**src/rtl/register_file_pkg.sv**
```systemverilog
// Shared processor constants: default geometry of the general-purpose register file.
package register_file_pkg;

  localparam int unsigned DefaultRegWidth = 16;
  localparam int unsigned DefaultAddrBits = 3;

  localparam int unsigned DefaultRegCount = 2 ** DefaultAddrBits;

endpackage

```
**src/rtl/register_file.sv**
```systemverilog
// General-purpose register file: one synchronous write port, three combinational read ports
// (two operand ports plus one observation port), asynchronous active-high clear.
module register_file
  import register_file_pkg::*;
#(
  parameter int unsigned RegWidth = DefaultRegWidth,
  parameter int unsigned AddrBits = DefaultAddrBits
) (
  input  logic                CLK,
  input  logic                RST,
  input  logic                WriteEN,
  input  logic [AddrBits-1:0] WriteAddr,
  input  logic [RegWidth-1:0] WriteData,
  input  logic [AddrBits-1:0] ReadAddr1,
  output logic [RegWidth-1:0] ReadData1,
  input  logic [AddrBits-1:0] ReadAddr2,
  output logic [RegWidth-1:0] ReadData2,
  input  logic [AddrBits-1:0] inr,
  output logic [RegWidth-1:0] out_value
);

  localparam int unsigned RegCount = 2 ** AddrBits;

  logic [RegWidth-1:0] regFile [RegCount];

  // Reset clears every entry at once; register 0 is an ordinary writable register.
  always_ff @(posedge CLK or posedge RST) begin
    if (RST) begin
      for (int i = 0; i < RegCount; i++) begin
        regFile[i] <= '0;
      end
    end else if (WriteEN) begin
      regFile[WriteAddr] <= WriteData;
    end
  end

  // No write-to-read bypass: a same-cycle read sees the old value until the edge.
  always_comb begin
    ReadData1 = regFile[ReadAddr1];
    ReadData2 = regFile[ReadAddr2];
    out_value = regFile[inr];
  end

endmodule

```
**config.mk**
```make
export PLATFORM = sky130hd
export DESIGN_NAME = register_file
export DESIGN_NICKNAME = d
export VERILOG_FILES = /design/src/rtl/register_file_pkg.sv /design/src/rtl/register_file.sv
export SDC_FILE = /design/constraint.sdc
export NUM_CORES = 1
export LEC_CHECK = 0
export ABC_AREA = 1
export BUFFER_PORTS_ARGS = -buffer_cell sky130_fd_sc_hd__buf_2
export CAP_MARGIN = 40
export CORE_MARGIN = 8
export CORE_UTILIZATION = 65
export CTS_CLUSTER_DIAMETER = 50
export DETAILED_ROUTE_END_ITERATION = 6
export GPL_ROUTABILITY_DRIVEN = 0
export PLACE_DENSITY = 0.86
export REMOVE_ABC_BUFFERS = 1
export SLEW_MARGIN = 20
export SYNTH_ARGS = -nofsm -noshare
export SYNTH_HDL_FRONTEND = slang
export SYNTH_SLANG_ARGS = --single-unit
```
**constraint.sdc**
```tcl
create_clock -name CLK -period 5.6 [get_ports CLK]
set_input_delay 0.56 -clock CLK [delete_from_list [all_inputs] [get_ports CLK]]
set_output_delay 0.56 -clock CLK [all_outputs]
set_load 0.02 [all_outputs]
```
After elaboration in Yosys (flattened, before gate mapping)
Cells that the tools add are included.
- reduce and logical (&&, ||, !) cells: 1
- order comparisons: 5
- bitwise logic cells: 4
- multiplexer cells: 12
- operators with widths (cell ; number):
    $bmux W16 S3 ; 3
    $bwmux W128 ; 1
    $mux W16 ; 7
    $demux W16 S3 ; 1
    $ge A4 B4 Y1 const B ; 4
    $not A3 Y4 ; 4
    $lt A4 B1 Y1 const B ; 1
    $logic_and A1 B1 Y1 ; 1
- output and inout port bits: 48
- flip-flop bits (word level): 128
- word-level logic and storage cells: 30
- bits of input ports: 31

Logic depth before layout (Yosys ltp)
- depth in word-level cells: 6
- mapped depth: 7
- depth with buffers taken out: 6

Least setup slack after synthesis
No wires, ideal clock.
- path kind: input -> output
- start point: input port ReadAddr1[2]
- end point: output port ReadData1[10]
- data arrival time: 1.351 ns
- required time: 5.040 ns
- stages: 5
- setup slack: 3.689 ns
- path buffers: 2
- cells stage by stage: buf_2 > inv_1 > clkbuf_1 > nand2_1 > nand2_1
- cells in the longest elaborated chain, start to end: 4
- ends and longest elaborated chain (what ; line ; text):
    start, declared ; register_file.sv:14 ; input logic [AddrBits-1:0] ReadAddr1,
    $not A3 Y4 (not written as such) ; register_file.sv:39 ; ReadData1 = regFile[ReadAddr1];
    $bmux W16 S3 ; register_file.sv:39 ;
    $mux W16 (not written as such) (2 in a row) ; register_file.sv:39 ;
    end, declared ; register_file.sv:15 ; output logic [RegWidth-1:0] ReadData1,
Every way passes these cells. The select of a mux whose other input is x is not followed.

Final worst setup path
- start point: input port ReadAddr2[1]
- end point: output port ReadData2[14]
- cells in the longest elaborated chain, start to end: 4
- ends and longest elaborated chain (what ; line ; text):
    start, declared ; register_file.sv:16 ; input logic [AddrBits-1:0] ReadAddr2,
    $not A3 Y4 (not written as such) ; register_file.sv:40 ; ReadData2 = regFile[ReadAddr2];
    $bmux W16 S3 ; register_file.sv:40 ;
    $mux W16 (not written as such) (2 in a row) ; register_file.sv:40 ;
    end, declared ; register_file.sv:17 ; output logic [RegWidth-1:0] ReadData2,
Every way passes these cells. The select of a mux whose other input is x is not followed.

==> run metrics <==
Tcrit/Tclk final=around three fifths; 1st-pass router iterations=7; Worst EP required=about 5000 ps; Crit. Startpoint=ReadAddr2[1]; # hold bufs at CTS=0; setup TNS=0 ps; Synth Flop Type=dfrtp_1; Bufs and invs on worst path=4; register bit total from synthesis=around 130; number of clock sinks=~130; initial core utilization=roughly two thirds; via count=9,580; drt via density=about 5.7; Clock Skews=0 ps; CP max stage cell=buf_2; fin nets=approximately 1,500; number of global-route vias before repair=about 9,400; Largest regs=regFile (128); Final ANT Viol Nets=0; status=finished clean; Hold Vio Cnt, Final=0; max_cap viols=0; ANT cells=0; Synth cell types=15; Largest delay share family, worst path=buffers and inverters; Top reg by flops=regFile; area fraction of the dominant cell type after synthesis=about 37%; RSZ-0062 raised after global routing=no; final setup vio count=0; wire per inst=approximately 16 µm; Longest Clk Path Bufs=2; CP Max Fanout=33; crit-path cells=buf_2, inv_1, buf_4, nand3_1, nand2_1, nand2_1, nand2_1, buf_2; Setup Buffers After CTS=0; cell mode on critical path=nand2_1; Critical Path Max Stage Delay=about 650 ps; Clock Latency Late Sink=420 ps; most frequent cell after synthesis=nand2_1; Final Slew Violations=0; Gates resized, CTS repair=0; Ports=79; WS Path Type=in -> out; CP startpoint kind=primary input; share of layout cells above drive strength 1=9.20%; DRT Wirelength=27.6 mm; clock root buffer master=clkbuf_16; Seq/Total Area, Yosys=between 30% and 40%; Crit path arrival time=about 2800 ps; synth cell count leaders=nand2_1, nand3_1, inv_1, dfrtp_1, o21ai_0; Hold WC Path Type=in -> async; Syn Area/Cell=just under 6 µm²; EDFF count, synth=0; crit path capture type=output pin; DRT iter0 DRCs=~1,200; largest net degree at the start of global routing=67; Cells after Synth=approximately 1,500; final hold slack=about 16 ps; initial antenna violation count=0; Total GRT Usage=approximately a third; Synth Cell Area=between 8000 and 9000 µm²; clock period minus worst slack=3330 ps; asr flop ratio synth=100%; die height=around 130 µm; Reg-to-Reg Start=regFile[6]; grt ovf=0; port bufs=78; H-tree levels=4; Peak Freq=300 MHz; CTS Buf Count=17; Core ar.=around 13,000 µm²; Syn-to-layout area delta=11.7%; max reg flops=around 130; Slew headroom=approximately 40%; worst-margin pin slew=just under 900 ps; die footprint=17,400 µm²; Max VDD drop=between 0.0002 and 0.0003 V; Cell Pwr Density=around 340 nW/µm²; Area contributors post-synth=dfrtp_1, nand2_1, nand3_1; Clock Pin Slew Worst Setup and Hold Paths=about 60 ps; Die Width=between 100 and 150 µm; Ys Warns=0; area leader, netlist=dfrtp_1; final cell utilization of the core=between 70% and 80%; first-pass GRT wire length=45.4 mm; DRC errors left=0; CTS tree=yes; Std-Cell Rows=42; LEAKAGE=5.75 nW; Final HPWL DP=15.5 mm
==> power by group <==
part           internal, mW  total, mW  switching (mW)
logic                 0.306      0.964           0.659
clock network         0.733       1.15           0.417
registers              1.10       1.19          0.0911
==> cell usage in the layout, fill, tap and decap left out, types with 3 or more instances in the layout <==
cell / synthesis / layout
nand2_1: 759 / 758
nand3_1: 193 / 193
bufinv_16: 0 / 3
inv_2: 5 / 4
inv_1: 153 / 152
buf_4: 2 / 13
nor2_2: 3 / 3
clkbuf_16: 0 / 17
clkinv_2: 0 / 4
o21ai_0: 102 / 102
buf_2: 55 / 78
dfrtp_1: 128 / 128
clkbuf_8: 0 / 3
o21ai_1: 26 / 26
==> cells by family (layout without fill, tap and decap cells) <==
logic type	Yosys count	after routing	share of synthesized area (%)
AO/OA/AOI/OAI	128	128	7.35
flip-flops	128	128	36.7
buffers and inverters	251	287	11.7
AND/OR/NAND/NOR	957	957	44.2
==> final timing paths <==
kind / end / slack [ps] / depth (start not counted)
setup / recovery: ReadData2[14] / 2270 / 8
hold / removal: regFile[8] / 20 / 2
setup reg to reg: regFile[6] / 4860 / 2
hold reg to reg: regFile[22] / 480 / 2
max in group asynchronous: regFile[21] / 4740 / 4
min in group CLK: regFile[8] / 360 / 3
==> per-stage QoR <==
step	setup slack (ps)	std cells	total power [mW]	instance area, µm²
after floorplan	1630	1371	1.85	8290
after global placement	2350	1638	2.10	9000
after detailed placement	2340	1641	2.13	9060
after CTS	2340	1673	3.29	9660
after global routing	2250	1676	3.49	9740
final	2270	1676	3.31	9740
==> per-layer routing <==
layer	up-vias	GRT usage (%)	share of wire (%)	wire, µm
li1	4537	-	-	-
met1	4325	37.6	38	10400
met2	621	52.8	47	13100
met3	97	8.31	12	3220
met4	0	16.6	3.4	938
met5	-	0	0	0
==> cell type report <==
type / instances / area, µm²
inverter: 158 / 598
tap: 176 / 220
multi-input combinational: 1085 / 4500
clock buffer: 22 / 474
clock inverter: 10 / 134
fill: 1106 / 3450
sequential: 128 / 3200
timing repair buffer: 97 / 613
==> worst reg2reg max path, cell delays in order (launching register included) <==
cell and delay [ps]:
dfrtp_1 360, inv_1 130, o21ai_0 120
Note: power is estimated with default switching activity, not from simulation.
